$ cat src/rtl/oam_dma.sv
// OAM DMA engine: copies BYTES bytes from a source RAM page into 16-bit OAM words.
// Reads are issued one per step and paired into words as they return.
module oam_dma #(
    parameter int BYTES = 160
) (
    input  logic        clk,
    input  logic        reset_n,
    input  logic        ce,
    input  logic        start,
    input  logic [7:0]  src_page,
    output logic [15:0] src_addr,
    output logic        src_rd,
    input  logic [7:0]  src_data,
    output logic [6:0]  oam_addr,
    output logic        oam_write,
    output logic [15:0] oam_d_in,
    output logic        busy,
    output logic        done
);

    localparam logic [8:0] K_BYTES = 9'(BYTES);
    localparam logic [8:0] K_LAST  = 9'(BYTES + 1);

    typedef enum logic {IDLE, RUN} state_t;

    state_t      state_q, state_d;
    logic [8:0]  k_q, k_d;
    logic [7:0]  page_q, page_d;
    logic [15:0] src_addr_q, src_addr_d;
    logic        src_rd_q, src_rd_d;
    logic        arrive_q, arrive_d;
    logic [7:0]  buf0_q, buf0_d;
    logic [7:0]  buf1_q, buf1_d;
    logic [1:0]  cnt_q, cnt_d;
    logic [7:0]  lo_q, lo_d;
    logic [6:0]  oam_addr_q, oam_addr_d;
    logic        oam_write_q, oam_write_d;
    logic [15:0] oam_d_in_q, oam_d_in_d;
    logic        busy_q, busy_d;
    logic        done_q, done_d;

    logic [8:0]  k_next;
    logic        consume;
    logic [7:0]  cap_byte;

    // Returned bytes land in a 2-deep buffer (arrive_q marks src_data valid this clk),
    // so a step always finds byte k-2 whatever the ce spacing; bypass when empty.
    always_comb begin
        state_d     = state_q;
        k_d         = k_q;
        page_d      = page_q;
        src_addr_d  = src_addr_q;
        src_rd_d    = 1'b0;
        arrive_d    = src_rd_q;
        buf0_d      = buf0_q;
        buf1_d      = buf1_q;
        cnt_d       = cnt_q;
        lo_d        = lo_q;
        oam_addr_d  = oam_addr_q;
        oam_write_d = 1'b0;
        oam_d_in_d  = oam_d_in_q;
        busy_d      = busy_q;
        done_d      = 1'b0;
        k_next      = k_q + 9'd1;
        consume     = 1'b0;
        cap_byte    = (cnt_q != 2'd0) ? buf0_q : src_data;

        if (start) begin
            state_d    = RUN;
            k_d        = '0;
            page_d     = src_page;
            src_addr_d = {src_page, 8'h00};
            src_rd_d   = 1'b1;
            arrive_d   = 1'b0;
            cnt_d      = 2'd0;
            lo_d       = 8'h00;
            busy_d     = 1'b1;
        end else if (state_q == RUN) begin
            if (k_q == K_LAST) begin
                state_d = IDLE;
                busy_d  = 1'b0;
                done_d  = 1'b1;
            end else if (ce) begin
                k_d = k_next;
                if (k_next < K_BYTES) begin
                    src_addr_d = {page_q, k_next[7:0]};
                    src_rd_d   = 1'b1;
                end
                if (k_next >= 9'd2) begin
                    consume = 1'b1;
                    if (k_next[0]) begin
                        oam_write_d = 1'b1;
                        oam_addr_d  = k_next[7:1] - 7'd1;
                        oam_d_in_d  = {cap_byte, lo_q};
                    end else begin
                        lo_d = cap_byte;
                    end
                end
            end

            if (consume && (cnt_q != 2'd0)) begin
                buf0_d = buf1_q;
                cnt_d  = cnt_q - 2'd1;
            end
            if (arrive_q && !(consume && (cnt_q == 2'd0))) begin
                if (cnt_d == 2'd0) begin
                    buf0_d = src_data;
                end else begin
                    buf1_d = src_data;
                end
                cnt_d = cnt_d + 2'd1;
            end
        end
    end

    always_ff @(posedge clk) begin
        if (!reset_n) begin
            state_q     <= IDLE;
            k_q         <= '0;
            page_q      <= '0;
            src_addr_q  <= '0;
            src_rd_q    <= 1'b0;
            arrive_q    <= 1'b0;
            buf0_q      <= '0;
            buf1_q      <= '0;
            cnt_q       <= '0;
            lo_q        <= '0;
            oam_addr_q  <= '0;
            oam_write_q <= 1'b0;
            oam_d_in_q  <= '0;
            busy_q      <= 1'b0;
            done_q      <= 1'b0;
        end else begin
            state_q     <= state_d;
            k_q         <= k_d;
            page_q      <= page_d;
            src_addr_q  <= src_addr_d;
            src_rd_q    <= src_rd_d;
            arrive_q    <= arrive_d;
            buf0_q      <= buf0_d;
            buf1_q      <= buf1_d;
            cnt_q       <= cnt_d;
            lo_q        <= lo_d;
            oam_addr_q  <= oam_addr_d;
            oam_write_q <= oam_write_d;
            oam_d_in_q  <= oam_d_in_d;
            busy_q      <= busy_d;
            done_q      <= done_d;
        end
    end

    assign src_addr  = src_addr_q;
    assign src_rd    = src_rd_q;
    assign oam_addr  = oam_addr_q;
    assign oam_write = oam_write_q;
    assign oam_d_in  = oam_d_in_q;
    assign busy      = busy_q;
    assign done      = done_q;

endmodule

$ cat config.mk
export PLATFORM = sky130hd
export DESIGN_NAME = oam_dma
export DESIGN_NICKNAME = d
export VERILOG_FILES = /design/src/rtl/oam_dma.sv
export SDC_FILE = /design/constraint.sdc
export NUM_CORES = 1
export LEC_CHECK = 0
export ABC_AREA = 1
export CAP_MARGIN = 20
export CORE_MARGIN = 2
export CORE_UTILIZATION = 50
export CTS_CLUSTER_DIAMETER = 200
export CTS_CLUSTER_SIZE = 20
export DETAILED_ROUTE_END_ITERATION = 8
export PLACE_DENSITY = 0.78
export SLEW_MARGIN = 10
export SYNTH_ARGS = -nofsm -noshare
export SYNTH_HDL_FRONTEND = slang
export SYNTH_SLANG_ARGS = --single-unit
$ cat constraint.sdc
create_clock -name clk -period 6.1 [get_ports clk]
set_input_delay 0.915 -clock clk [delete_from_list [all_inputs] [get_ports clk]]
set_output_delay 0.915 -clock clk [all_outputs]
set_load 0.005 [all_outputs]
* Word level (Yosys, flattened, before mapping)
Cells that the tools add are included.
** Storage, ports and cells
- Bits in registers :: 88
- Bits in latches :: 0
- Memory bits (writable) :: 0
- Bits in read-only memories :: 0
- Input port bits :: 20
- Output and inout bits :: 43
- Logic and storage cells :: 85
- Memories kept :: 0
** Operators by class
- Add/subtract/negate cells :: 4
- $mul :: 0
- Divide/modulo/power cells :: 0
- $lt $le $gt $ge :: 2
- Equality and inequality tests :: 2
- Shift-type cells :: 0
- Multiplexer cells :: 31
- Bitwise gates (word level) :: 8
- Reductions and logical operators :: 22
** Operators by type and width (number)
- 16-bit 2-to-1 mux :: 5
- 8-bit 2-to-1 mux :: 4
- 1-bit 2-to-1 mux :: 18
- 4-bit AND reduction :: 3
- 2-bit nonzero test :: 5
- 9-bit by 1-bit adder with 9-bit output (second input constant) :: 1
- 9-bit by 8-bit equality test with 1-bit output (second input constant) :: 1
- 9-bit by 2-bit greater-or-equal comparator with 1-bit output (second input constant) :: 1
- 9-bit by 8-bit less-than comparator with 1-bit output (second input constant) :: 1
- 2-bit 2-to-1 mux :: 4
- 1-bit NOT :: 8
- 7-bit by 1-bit subtractor with 7-bit output (second input constant) :: 1
- 6-bit AND reduction :: 1
- 6-bit OR reduction :: 1
- 5-bit AND reduction :: 1
- 2-bit zero test :: 2
- 2-bit AND reduction :: 2
- 1-bit logical AND :: 3
- 3-bit AND reduction :: 1
- 3-bit OR reduction :: 1
- 2-bit by 1-bit adder with 2-bit output (second input constant) :: 1
- 2-bit != test (second input constant) :: 1
- 2-bit OR reduction :: 1
- 2-bit by 1-bit subtractor with 2-bit output (second input constant) :: 1
- 1-bit zero test :: 1

* Longest topological paths before layout
Gate-level depths: netlist (run 1).
- Depth in word-level cells :: 14
- Mapped depth :: 18
- Depth with buffers taken out :: 18

* Worst setup path before layout (run 1)
Ideal clock, no wire load.
- Kind :: reg2reg
- Start :: reg k_q[0]
- End :: reg buf1_q[1]
- Setup time :: 0.132 ns
- Data arrival time :: 2.943 ns
- Data required time :: 5.968 ns
- Path slack :: 3.025 ns
- Stages on the path, launching flop included :: 19
- Path buffers :: 2
- Period minus slack after synthesis :: 3.075 ns
- Cells stage by stage :: dfxtp_1 > ha_1 > xor2_1 > inv_1 > ha_1 > inv_1 > nor2_4 > nand2_2 > nor2_4 > nand2_4 > nand3_2 > buf_4 > o21a_1 > ha_1 > buf_2 > nor2_1 > nand2_1 > nand2_1 > a21oi_1
** On the way
- Word-level cells in the longest chain between the ends :: 14
- Elaborated cells between the ends (all ways) :: 18
- Classes of those cells :: add/sub (1); order compare (1); eq/ne (1); mux (8); bitwise (1); reduce/logical (6)
** Ends and longest elaborated chain
- start: declaration :: RTL line 27 : logic [8:0] k_q, k_d;
- start signal: assignment :: RTL line 135 : k_q <= k_d;
- 9-bit by 1-bit adder with 9-bit output :: RTL line 64 : k_next = k_q + 9'd1;
- 9-bit by 2-bit greater-or-equal comparator with 1-bit output :: RTL line 89 : if (k_next >= 9'd2) begin
- 1-bit 2-to-1 mux :: RTL line 89
- 1-bit 2-to-1 mux :: RTL line 83 : end else if (ce) begin
- 1-bit 2-to-1 mux * :: RTL line 79 : if (k_q == K_LAST) begin
- 1-bit 2-to-1 mux * :: RTL line 78 : end else if (state_q == RUN) begin
- 1-bit 2-to-1 mux * :: RTL line 68 : if (start) begin
- 1-bit logical AND :: RTL line 101 : if (consume && (cnt_q != 2'd0)) begin
- 2-bit 2-to-1 mux :: RTL line 101
- 2-bit 2-to-1 mux :: RTL line 78
- 2-bit 2-to-1 mux :: RTL line 68
- 2-bit zero test :: RTL line 106 : if (cnt_d == 2'd0) begin
- 1-bit NOT (no line)
- 4-bit AND reduction (no line) *
- end signal: assignment :: RTL line 141 : buf1_q <= buf1_d;
- end: declaration :: RTL line 33 : logic [7:0] buf1_q, buf1_d;
Mark *: on every way between the ends. The rest lies on a longest branch, timed or not. The select of a mux whose other input is x is not followed.
A chain may end at the register's enable or synchronous reset.

* Worst setup path after layout (run 1)
- Start :: reg k_q[0]
- End :: reg buf1_q[4]
Same word-level chain as after synthesis.

==> run_results.csv, run 1 <==
group,metric,value,unit
status,status,"completed",
setup_path,crit_path_frequent_cell,"nand2_1",
route,drt_iter0_markers,254,
final_layout,fillerInstances,677,
setup_path,reg2reg_depth,17,
floorplanning,die_y,92.8,um
min_path,min_path_type,"flip-flop to flip-flop",
route,routed-via-count,3587,
synthesis,syn_area_per_cell,7.64,sq um
floorplanning,row_count,32,
clock_tree,clkTransAtPathRegs,90,ps
final_layout,synthToLayoutAreaGrowth,21.1,%
timing,slew_headroom,52.5,%
setup_path,path_cells,"ha_1 > xor2_1 > inv_1 > ha_1 > nand2_1 > nand3b_1 > nor2_1 > nor2_2 > nand2_4 > nand3_2 > nand2_1 > o21a_1 > ha_1 > nor2_1 > nand2_1 > nand2_1 > a21oi_1",
synthesis,synthAdderAreaFrac,1.91,%
synthesis,yosysUniqueCellTypes,36,
final_layout,multi_input_area,1770,sq um
final_layout,fin_nets,591,
synthesis,synth-xor-area-share,1.11,%
synthesis,syn-num-nets,542,
setup_path,critical_path_class,"flip-flop to flip-flop",
place,port-buffer-count,62,
timing,hold_ws,448,ps
route,dr.pass1.iters,5,
route,wl_per_cell,13.7,um
place,gp_congestion,0.988,
route,drc,0,
pwr,ir_worst_vdd,0.000190,V
synthesis,yosys_warnings,0,
synthesis,synth_top_family_by_area,"simple AND/OR/NAND/NOR gates",
clock_tree,cts_tree,"yes",
place,hpwl,6620,um
global_routing,grt_pass1_wl,15600,um
synthesis,ys_seq_area_share,44.7,%
synthesis,ys_ff_latch,88,
global_routing,grtUsageTotal,22.5,%
timing,setup_ws,2390,ps
final_layout,drive_gt1_share,7.38,%
synthesis,syn_inst,516,
synthesis,synthMuxAreaShare,2.03,%
route,wirelength,9210,um
job,drv_cap,0,
clock_tree,clock_sinks,88,
clock_tree,hold_buffers,0,
setup_path,cp_max_fo,13,
floorplanning,die_w,92.8,um
global_routing,grt_pass1_vias,3296,
final_layout,seq_area,1760,sq um
synthesis,synth.cell_area,3940,sq um
timing,hold_violations,0,
floorplanning,core,7690,sq um
route,drtAntennaViolNets,0,
timing,fin_skew,11.3,ps
setup_path,cpPeakStageDelay,510,ps
route,vias_per_cell,5.35,
synthesis,yosys.area_share.simple,22.3,%
timing,finalSetupViolCount,0,
timing,fin_setup_tns,0,ps
min_path,hold_depth,2,
floorplanning,start_util,51.3,%
floorplanning,io_pins,63,
clock_tree,cts_buffers,9,
global_routing,antenna_found_initial,0,
clock_tree,clk_latency,360,ps
clock_tree,cts_setup_buffers,0,
setup_path,crit_path_start_kind,"flip-flop",
global_routing,grt_max_degree,48,
synthesis,yosysTopAreaCell,"dfxtp_1",
timing,rsz0062_at_grt,"false",
timing,timing.final.crit_period,3710,ps
floorplanning,dieArea,8610,sq um
clock_tree,cts_resized,0,
pwr,cellPowerDensity,249,nW/um^2
clock_tree,root_buffer,"clkbuf_8",
timing,finalMaxSlewViolations,0,
setup_path,arrival,3940,ps
clock_tree,htree_num_levels,3,
setup_path,crit_path_top_delay_cell,"dfxtp_1",
setup_path,end_kind,"flip-flop",
pwr,leakage,0.00183,uW
timing,tightestPinTransition,710,ps
timing,fin_crit_sh,60.8,%
timing,fmax,269,MHz
clock_tree,cts.path.max_buffers,2,
final_layout,n_antenna_cell,0,
synthesis,synth_compound_area_share,17.6,%
place,place_ws,2430,ps
setup_path,cp_data_required_time,6330,ps
global_routing,grt.overflow.total,0,
synthesis,synth.area.top_cells,"dfxtp_1 (45%), o21ai_0 (8.1%), a21oi_1 (7.5%)",
synthesis,synth_top_area_share,44.7,%
path summary, 6_finish.rpt:
kind / end / from / slack (ps)
max reg2reg: buf1_q[4]$_SDFFE_PN0P_ / k_q[0]$_SDFFE_PP0P_ / 2390
min: arrive_q$_SDFF_PP0_ / src_rd$_SDFF_PN0_ / 450
min reg2reg: arrive_q$_SDFF_PP0_ / src_rd$_SDFF_PN0_ / 450
max: buf1_q[4]$_SDFFE_PN0P_ / k_q[0]$_SDFFE_PP0P_ / 2390
critical path, delay by kind of cell (launching register included):
kind | cells | cell delay [ps]
AOI/OAI and AO/OA | 2 | 190
buffers and inverters | 1 | 120
and+or+nand+nor | 10 | 1720
adders and majority gates | 3 | 790
xor gates and xnor gates | 1 | 240
DFF | 1 | 510
cell usage in the layout, fill, tap and decap left out, types with 9 or more instances in the layout:
| master | instances |
|---|---|
| dfxtp_1 | 88 |
| nand2_1 | 67 |
| o21ai_0 | 64 |
| inv_1 | 62 |
| clkdlybuf4s50_1 | 62 |
| a21oi_1 | 59 |
| nor2_1 | 38 |
| nand3_1 | 29 |
| nand4_1 | 21 |
| clkbuf_8 | 9 |
power by group:
part / internal, uW / switching (uW)
clock network: 231 / 217
logic: 59.9 / 76.5
registers: 593 / 11.9
synthesized netlist by cell type (all sizes together):
library cell and instances:
a31oi 1, nor2 43, clkbuf 12, o21a 1, a211oi 2, xor2 4, a21oi 60, o21bai 1
o221ai 1, or2 3, ha 6, buf 15, o21ai 67, nand3b 2, clkinv 1, nand3 34
nand4 21, nand2 76, inv 66, mux2i 8, dfxtp 88, xnor2 1, nor3 2, o211ai 1
layout make-up:
type	instances	area share, %
Sequential cell	88	36.9
Multi-Input combinational cell	334	37.1
Inverter	67	5.27
Timing Repair Buffer	65	13.5
Clock buffer	9	2.60
Clock inverter	6	1.94
Tap cell	102	2.68
flip-flops by register name, indices dropped and copies added (netlist names), 2 cells and up:
| signal | cells |
|---|---|
| oam_addr | 7 |
| buf0_q | 8 |
| src_addr | 16 |
| buf1_q | 8 |
| lo_q | 8 |
| oam_d_in | 16 |
| cnt_q | 2 |
| k_q | 9 |
| page_q | 8 |
through the flow:
stage	util (%)	total power (uW)	instances	cell area (sq um)
floorplan	-	700	516	3940
global placement	59.2	750	656	4550
detailed placement	59.2	754	656	4550
CTS	62.1	1190	671	4770
global route	62.1	1240	671	4770
finish	62.1	1190	671	4770
cell families (layout without fill, tap and decap cells):
family / Yosys count / after routing
AO/OA/AOI/OAI: 134 / 134
XOR/XNOR: 5 / 5
adder cells (fa/ha/maj): 6 / 6
buffers and inverters: 94 / 147
flip-flops: 88 / 88
multiplexers: 8 / 8
AND/OR/NAND/NOR: 181 / 181
metal layers:
layer	track usage, %	part of all wire (%)	wire [um]	up-vias
li1	-	-	-	1807
met1	31.3	46	4260	1618
met2	34.7	45	4160	141
met3	3.82	6.2	568	21
met4	9.44	2.4	218	0
met5	0	0	0	-
Note: power is estimated with default switching activity, not from simulation.
==> run 2: changes to the inputs <==
--- a/config.mk
+++ b/config.mk
@@ -8,11 +8,11 @@
 export ABC_AREA = 1
 export CAP_MARGIN = 20
 export CORE_MARGIN = 2
-export CORE_UTILIZATION = 50
+export CORE_UTILIZATION = 48
 export CTS_CLUSTER_DIAMETER = 200
 export CTS_CLUSTER_SIZE = 20
 export DETAILED_ROUTE_END_ITERATION = 8
-export PLACE_DENSITY = 0.78
+export PLACE_DENSITY = 0.79
 export SLEW_MARGIN = 10
 export SYNTH_ARGS = -nofsm -noshare
 export SYNTH_HDL_FRONTEND = slang
==> constraint.sdc (replaced) <==
create_clock -name clk -period 3.14 [get_ports clk]
set_input_delay 0.471 -clock clk [delete_from_list [all_inputs] [get_ports clk]]
set_output_delay 0.471 -clock clk [all_outputs]
set_load 0.005 [all_outputs]
==> run_results.csv, run 2 (synthesis gave the netlist of run 1 again) <==
group,metric,value,unit
setup_path,end_kind,"flip-flop",
timing,fin_setup_tns,0,ps
floorplanning,core,8090,sq um
place,hpwl,6440,um
setup_path,critical_path_class,"flip-flop to flip-flop",
clock_tree,cts_buffers,9,
place,gp_congestion,0.927,
setup_path,cpPeakStageDelay,380,ps
setup_path,crit_path_start_kind,"flip-flop",
clock_tree,cts.path.max_buffers,2,
pwr,cellPowerDensity,450,nW/um^2
global_routing,grt_pass1_vias,3380,
final_layout,final_cells,682,
setup_path,crit_path_frequent_cell,"ha_1",
route,dr.pass1.iters,5,
timing,fmax,350,MHz
floorplanning,dieArea,8950,sq um
final_layout,fin_nets,599,
clock_tree,htree_num_levels,3,
timing,setup_ws,283,ps
route,drt_iter0_markers,323,
setup_path,r2r_start,"k_q[1]$_SDFFE_PP0P_",
setup_path,regToRegEndpoint,"buf0_q[3]$_SDFFE_PN0P_",
pwr,ir_worst_vdd,0.000239,V
setup_path,critPathTopFamily,"simple AND/OR/NAND/NOR gates",
min_path,worstHoldStart,"oam_d_in[5]$_SDFFE_PN0P_",
min_path,whs_endpoint,"oam_d_in[5]$_SDFFE_PN0P_",
setup_path,path_cells,"inv_1 > ha_1 > inv_1 > ha_1 > nand2_1 > nand3b_1 > nor2_1 > nor2_2 > nand2_4 > nand3_4 > nand2_1 > o21a_1 > ha_1 > buf_4 > nand3_4 > nand3_1 > nand3_1 > a21oi_1",
floorplanning,row_count,33,
timing,fin_crit_sh,91.0,%
final_layout,final_cell_mix,"dfxtp_1 (86), nand2_1 (67), o21ai_0 (64)",
timing,timing.final.crit_period,2860,ps
place,place_inst,666,
clock_tree,root_buffer,"clkbuf_8",
route,drc,0,
timing,tightestPinTransition,643,ps
route,wirelength,8970,um
clock_tree,clkTransAtPathRegs,90,ps
floorplanning,die_y,94.6,um
setup_path,cp_data_required_time,3450,ps
status,status,"completed",
global_routing,grt_max_degree,48,
min_path,min_path_type,"flip-flop to flip-flop",
timing,fin_skew,9.35,ps
floorplanning,start_util,48.7,%
final_layout,seq_area,1760,sq um
timing,slew_headroom,57.0,%
floorplanning,die_w,94.6,um
floorplanning,io_pins,63,
timing,hold_ws,443,ps
setup_path,arrival,3170,ps
setup_path,cp_max_fo,13,
pwr,leakage,0.00184,uW
global_routing,antenna_found_initial,0,
final_layout,n_antenna_cell,0,
global_routing,grt.overflow.total,0,
final_layout,final_common_cell,"dfxtp_1",
route,vias_per_cell,5.22,
min_path,hold_depth,2,
global_routing,grt_pass1_wl,15100,um
timing,rsz0062_at_grt,"false",
setup_path,path_buf_inv,3,
timing,finalSetupViolCount,0,
setup_path,reg2reg_depth,18,
clock_tree,clock_sinks,88,
global_routing,grtUsageTotal,21.3,%
final_layout,drive_gt1_share,9.36,%
final_layout,multi_input_area,1790,sq um
route,drtAntennaViolNets,0,
clock_tree,cts_tree,"yes",
timing,hold_violations,0,
timing,finalMaxSlewViolations,0,
job,drv_cap,0,
final_layout,fillerInstances,780,
setup_path,r2r_slack,280,ps
place,place_ws,133,ps
setup_path,crit_path_top_delay_cell,"dfxtp_2",
place,port-buffer-count,62,
route,wl_per_cell,13.1,um
route,routed-via-count,3557,
final_layout,synthToLayoutAreaGrowth,22.0,%
clock_tree,clk_latency,380,ps
run 2: worst register-to-register path, cell delays in order (launching register included):
cell      delay, ps
dfxtp_2         380
inv_1            80
ha_1            350
inv_1           130
ha_1            150
nand2_1          50
nand3b_1        160
nor2_1          120
nor2_2           70
nand2_4         150
nand3_4         140
nand2_1         110
o21a_1          130
ha_1            150
buf_4           170
nand3_4         130
nand3_1         110
nand3_1          80
a21oi_1         140
run 2: stage by stage:
stage | util [%] | cell area [sq um] | power (uW)
floorplan | - | 3940 | 1360
global placement | 57.0 | 4610 | 1460
detailed placement | 57.0 | 4610 | 1470
CTS | 59.1 | 4780 | 2180
global route | 59.4 | 4810 | 2260
finish | 59.4 | 4810 | 2160
run 2: where the power goes:
group          total [uW]  switching (uW)  internal (uW)  leakage (uW)
clock network         715             429            287     0.0000781
registers            1170            22.0           1150      0.000716
logic                 273             151            122       0.00104
total                2160             602           1560       0.00184
run 2: layer usage:
layer / routed length, um / track usage [%] / vias to the layer above
li1: - / - / 1810
met1: 4130 / 27.4 / 1600
met2: 4130 / 34.2 / 135
met3: 560 / 4.39 / 12
met4: 149 / 10.1 / 0
met5: 0 / 0 / -
run 2: worst max path at each step:
stage	from	slack, ps	cells past startpoint	to
2_1_floorplan	k_q[0]$_SDFFE_PP0P_	60	18	buf1_q[1]$_SDFFE_PN0P_
3_3_place_gp	k_q[1]$_SDFFE_PP0P_	280	18	buf0_q[3]$_SDFFE_PN0P_
3_5_place_dp	k_q[0]$_SDFFE_PP0P_	130	18	buf0_q[2]$_SDFFE_PN0P_
4_1_cts	k_q[0]$_SDFFE_PP0P_	120	18	buf0_q[2]$_SDFFE_PN0P_
5_1_grt	k_q[1]$_SDFFE_PP0P_	50	18	buf0_q[1]$_SDFFE_PN0P_
6_report	k_q[1]$_SDFFE_PP0P_	280	18	buf0_q[3]$_SDFFE_PN0P_
run 2: repair_timing:
item	CTS	global route
hold buffers	0	0
endpoints found under the setup margin	0	17
buffers inserted	0	1
resized for setup	0	5
run 2: area by class of cell:
type,instances,share of cell area [%]
Inverter,67,5.23
Tap cell,105,2.73
Sequential cell,88,36.7
Multi-Input combinational cell,334,37.2
Timing Repair Buffer,73,14.6
Clock inverter,6,0.937
Clock buffer,9,2.58
